$ cat src/rtl/mem_int_pkg.sv
// Shared widths and types for the mem_int memory interface bundle.
package mem_int_pkg;

  localparam int DATA_W = 8;
  localparam int ADDR_W = 8;

  typedef logic [DATA_W-1:0] mem_data_t;
  typedef logic [ADDR_W-1:0] mem_addr_t;

endpackage

$ cat src/rtl/mem_int_array.sv
// Plain storage array: synchronous write, synchronous read, no reset.
// The read register only loads on rd_en, so it holds its value between reads.
module mem_int_array
  import mem_int_pkg::*;
#(
  parameter int DATA_W = mem_int_pkg::DATA_W,
  parameter int ADDR_W = mem_int_pkg::ADDR_W,
  parameter int DEPTH  = 2**ADDR_W
) (
  input  logic              clk,
  input  logic              wr_en,
  input  logic              rd_en,
  input  logic [ADDR_W-1:0] addr,
  input  logic [DATA_W-1:0] wr_data,
  output logic [DATA_W-1:0] rd_data
);

  logic [DATA_W-1:0] mem_q [DEPTH];
  logic [DATA_W-1:0] rd_data_q;

  always_ff @(posedge clk) begin
    if (wr_en) begin
      mem_q[addr] <= wr_data;
    end
    if (rd_en) begin
      rd_data_q <= mem_q[addr];
    end
  end

  assign rd_data = rd_data_q;

endmodule

$ cat src/rtl/mem_int_ram.sv
// Single-port 256x8 scratch RAM: control decode, registered read data and rd_valid.
// data_out is the array read register, forced to zero by a registered clear flag.
module mem_int_ram
  import mem_int_pkg::*;
#(
  parameter int DATA_W = mem_int_pkg::DATA_W,
  parameter int ADDR_W = mem_int_pkg::ADDR_W,
  parameter int DEPTH  = 2**ADDR_W
) (
  input  logic              clk,
  input  logic              rst,
  input  logic              ce,
  input  logic              we,
  input  logic [DATA_W-1:0] data_in,
  input  logic [ADDR_W-1:0] addr_in,
  output logic [DATA_W-1:0] data_out,
  output logic              rd_valid
);

  logic              wr_en;
  logic              rd_en;
  logic              rd_valid_d, rd_valid_q;
  logic              out_clr_d, out_clr_q;
  logic [DATA_W-1:0] arr_rd_data;

  always_comb begin
    wr_en      = 1'b0;
    rd_en      = 1'b0;
    rd_valid_d = 1'b0;
    out_clr_d  = out_clr_q;
    if (!rst && ce) begin
      if (we === 1'b1) begin
        wr_en = 1'b1;
      end else if (we === 1'b0) begin
        rd_en      = 1'b1;
        rd_valid_d = 1'b1;
        out_clr_d  = 1'b0;
      end else begin
        // Unknown write enable: no access, output forced to zero.
        out_clr_d = 1'b1;
      end
    end
  end

  always_ff @(posedge clk) begin
    if (rst) begin
      rd_valid_q <= 1'b0;
      out_clr_q  <= 1'b1;
    end else begin
      rd_valid_q <= rd_valid_d;
      out_clr_q  <= out_clr_d;
    end
  end

  mem_int_array #(
    .DATA_W (DATA_W),
    .ADDR_W (ADDR_W),
    .DEPTH  (DEPTH)
  ) u_array (
    .clk     (clk),
    .wr_en   (wr_en),
    .rd_en   (rd_en),
    .addr    (addr_in),
    .wr_data (data_in),
    .rd_data (arr_rd_data)
  );

  assign data_out = out_clr_q ? '0 : arr_rd_data;
  assign rd_valid = rd_valid_q;

endmodule

$ cat config.mk
export PLATFORM = sky130hd
export DESIGN_NAME = mem_int_ram
export DESIGN_NICKNAME = d
export VERILOG_FILES = /design/src/rtl/mem_int_pkg.sv /design/src/rtl/mem_int_array.sv /design/src/rtl/mem_int_ram.sv
export SDC_FILE = /design/constraint.sdc
export NUM_CORES = 2
export LEC_CHECK = 0
export BUFFER_PORTS_ARGS = -buffer_cell sky130_fd_sc_hd__buf_2
export CORE_MARGIN = 3
export CORE_UTILIZATION = 35
export DETAILED_ROUTE_END_ITERATION = 12
export MAX_ROUTING_LAYER = met4
export PLACE_DENSITY = 0.53
export RECOVER_POWER = 50
export SLEW_MARGIN = 20
export SYNTH_ARGS = -nofsm -noshare
export SYNTH_HDL_FRONTEND = slang
export SYNTH_SLANG_ARGS = --single-unit
$ cat constraint.sdc
create_clock -name clk -period 4.4 [get_ports clk]
set_input_delay 0.88 -clock clk [delete_from_list [all_inputs] [get_ports clk]]
set_output_delay 0.88 -clock clk [all_outputs]
set_load 0.005 [all_outputs]
==> summary.txt <==
Hold path
  – Min-delay src: we
  – Worst Hold End: rd_valid
  – Hold Path Cell Cnt: 2
  – Hold WC Path Type: in2reg

Synthesis
  – Synth Cell Area: 78400 µm²
  – Area contributors post-synth: edfxtp_1, mux4_2, a22oi_1
  – Syn Area/Cell: 22.2 µm²
  – Synth unique cells: 21
  – Share of the synthesized area in the top cell type: 78.7%
  – Synth Instances: 3541
  – Synth warnings: 0
  – Synthesized flop and latch total: 2058
  – Seq/Total Area, Yosys: 78.8%
  – Largest area contributor in the netlist: edfxtp_1
  – Syn nets: 3561

Placement
  – Dpl hpwl: 127 mm
  – Placed insts: 6803
  – Port bufs: 28
  – Pre-CTS setup slack: 0.00779 ns
  – Area of placed instances: 85700 µm²
  – Placer Congestion: 0.812

Clock tree
  – Root Driver: clkbuf_16
  – Hold Buf Count CTS: 0
  – Post-CTS Resized: 0
  – # clock sinks: 2058
  – Clk Latency, worst-skew pair: 0.85 ns
  – Reg clk slew, reported paths: 0.06 ns
  – CTS tree: yes
  – Clk buf depth: 3
  – TritonCTS Buffers: 208
  – Post-CTS Setup Bufs: 0
  – H-tree depth: 4

Die
  – Core area: 223000 µm²
  – Die area: 230000 µm²
  – Die Y: 479 µm
  – Io pins: 29
  – Initial Utilization: 35.3%
  – Die W: 479 µm
  – Rows: 173

Worst setup path
  – CP Capture Type: flip-flop
  – Crit path arrival time: 4.05 ns
  – Worst r2r dst: u_array.rd_data[7]
  – Crit Path Max Fanout: 90
  – Delay-heaviest family, CP: buffers and inverters
  – Reg2Reg Depth: 6
  – Worst path cell trace: clkbuf_2, clkbuf_1
  – Max stage delay on crit path: 1.48 ns
  – Setup crit start kind: primary input
  – Reg-to-reg setup timing slack: 1.51 ns
  – CP max stage cell: clkbuf_1
  – Worst Path Buf+Inv: 2
  – Reg2reg start: u_array.mem_q[175][7]
  – CP Launch Point: data_in[3]
  – Req. time, crit path: 4.76 ns
  – Crit Path Category: in2reg

Cells and area
  – Register area: 61800 µm²
  – Area grow syn2layout: 17.4%
  – Commonest non-fill, non-tap cell in the layout: edfxtp_1
  – Share of cells above drive strength 1: 31.2%
  – Multi-input logic area: 15800 µm²
  – Fin area: 92100 µm²
  – # fillers: 19600
  – Most frequent cells in the layout: edfxtp_1, mux4_2, buf_4, nor2_1, a22oi_1
  – Final Util: 41.4%
  – Non-Filler Instances: 7188
  – Nets: 4060

Detailed routing
  – Drt initial violations: 4395
  – Avg Vias per Cell: 5.32
  – Final WL: 208 mm
  – Router iterations before antenna repair: 6
  – Vias: 38300
  – Final ANT Viol Nets: 0
  – DRC Markers: 0
  – WL/cell: 28.9 µm

Status
  – Failing checks: capacitance limit, slew limit
  – Outcome: complete, but fails checks

STA
  – Final worst-path cycle share: 84.0%
  – Slew headroom: -116%
  – Pins Over Slew Limit: 803
  – Fmax: 271 MHz
  – Count of final setup violators: 0
  – Worst Skew: 0.0243 ns
  – Hold Vio Cnt, Final: 0
  – Setup ws final: 0.704 ns
  – Worst slew pin tran: 3.24 ns
  – RSZ-0062 raised after global routing: false
  – Hold slack final: 0.377 ns
  – Minimum clock period: 3.70 ns

Global routing
  – Gr ovfl total: 0
  – First-pass GRT wire length: 296 mm
  – Initial antenna violation count: 14
  – Vias in the first global route: 39300
  – Largest net degree at the start of global routing: 149
  – Gr usage total: 18.5%

Run
  – Max-Cap Viols: 10

Pwr
  – VDD IR max: 306 µV
  – PwrDens: 437 nW/µm²
  – Pleak: 28.6 nW
[cells by family (layout without fill, tap and decap cells)]
family / Yosys count / after routing / synth area share [%]
flip-flops: 2058 / 2058 / 78.8
multiplexers: 512 / 512 / 14.7
AO/OA/AOI/OAI: 416 / 416 / 3.62
AND/OR/NAND/NOR: 330 / 330 / 1.69
buffers and inverters: 225 / 891 / 1.23
other: 0 / 6 / 0
[Yosys cell counts]
| cell | number |
|---|---|
| edfxtp_1 | 2056 |
| mux4_2 | 512 |
| nor2_1 | 263 |
| a22oi_1 | 256 |
| clkbuf_1 | 143 |
| a21oi_1 | 128 |
| buf_2 | 44 |
| o41ai_1 | 32 |
| nand2_1 | 30 |
| buf_1 | 22 |
| nor2b_1 | 17 |
| buf_4 | 13 |
| nand4_1 | 8 |
| nand3_1 | 5 |
| and2_1 | 2 |
| buf_6 | 2 |
| dfxtp_1 | 2 |
| nand2b_1 | 2 |
| nor3_1 | 2 |
| inv_1 | 1 |
| or2_2 | 1 |
[power breakdown]
group | internal [mW] | switching (mW) | total, mW
sequential | 21.6 | 0.00803 | 21.6
combinational | 0.670 | 1.19 | 1.86
clock | 9.37 | 7.43 | 16.8
[metrics by stage]
stage | setup TNS (ns) | power, mW
after global placement | -0.450 | 23.9
after CTS | 0 | 40.7
after floorplan | 0 | 22.9
final | 0 | 40.3
after global routing | 0 | 41.6
after detailed placement | 0 | 23.9
[worst max path at each step]
stage	end	cells after the start
after global placement	u_array.rd_data[6]	7
after floorplan	u_array.mem_q[117][0]	8
after detailed placement	u_array.rd_data[5]	7
final	u_array.mem_q[118][3]	2
after CTS	u_array.rd_data[7]	9
after global routing	u_array.mem_q[148][3]	2
[registers in the layout, summed over array words and instances, names as in the netlist]
signal           cells
out_clr_q            1
rd_valid             1
u_array.mem_q     2048
u_array.rd_data      8
[routing by layer]
layer	track usage, %	wire (µm)
met4	5.23	5800
met5	-	0
met2	28.4	100000
met3	3.56	13300
met1	25.3	88700
[layout make-up]
| type | count | share of cell area [%] |
|---|---|---|
| clock inverters | 114 | 1.04 |
| flip-flops and latches | 2058 | 67.1 |
| multi-input cells | 1258 | 17.2 |
| inverters | 1 | 0.00408 |
| clock buffers | 263 | 5.92 |
| diodes | 6 | 0.0163 |
| repair buffers | 513 | 4.68 |
| well taps | 2975 | 4.04 |
Power figures use the tool's default switching activity.
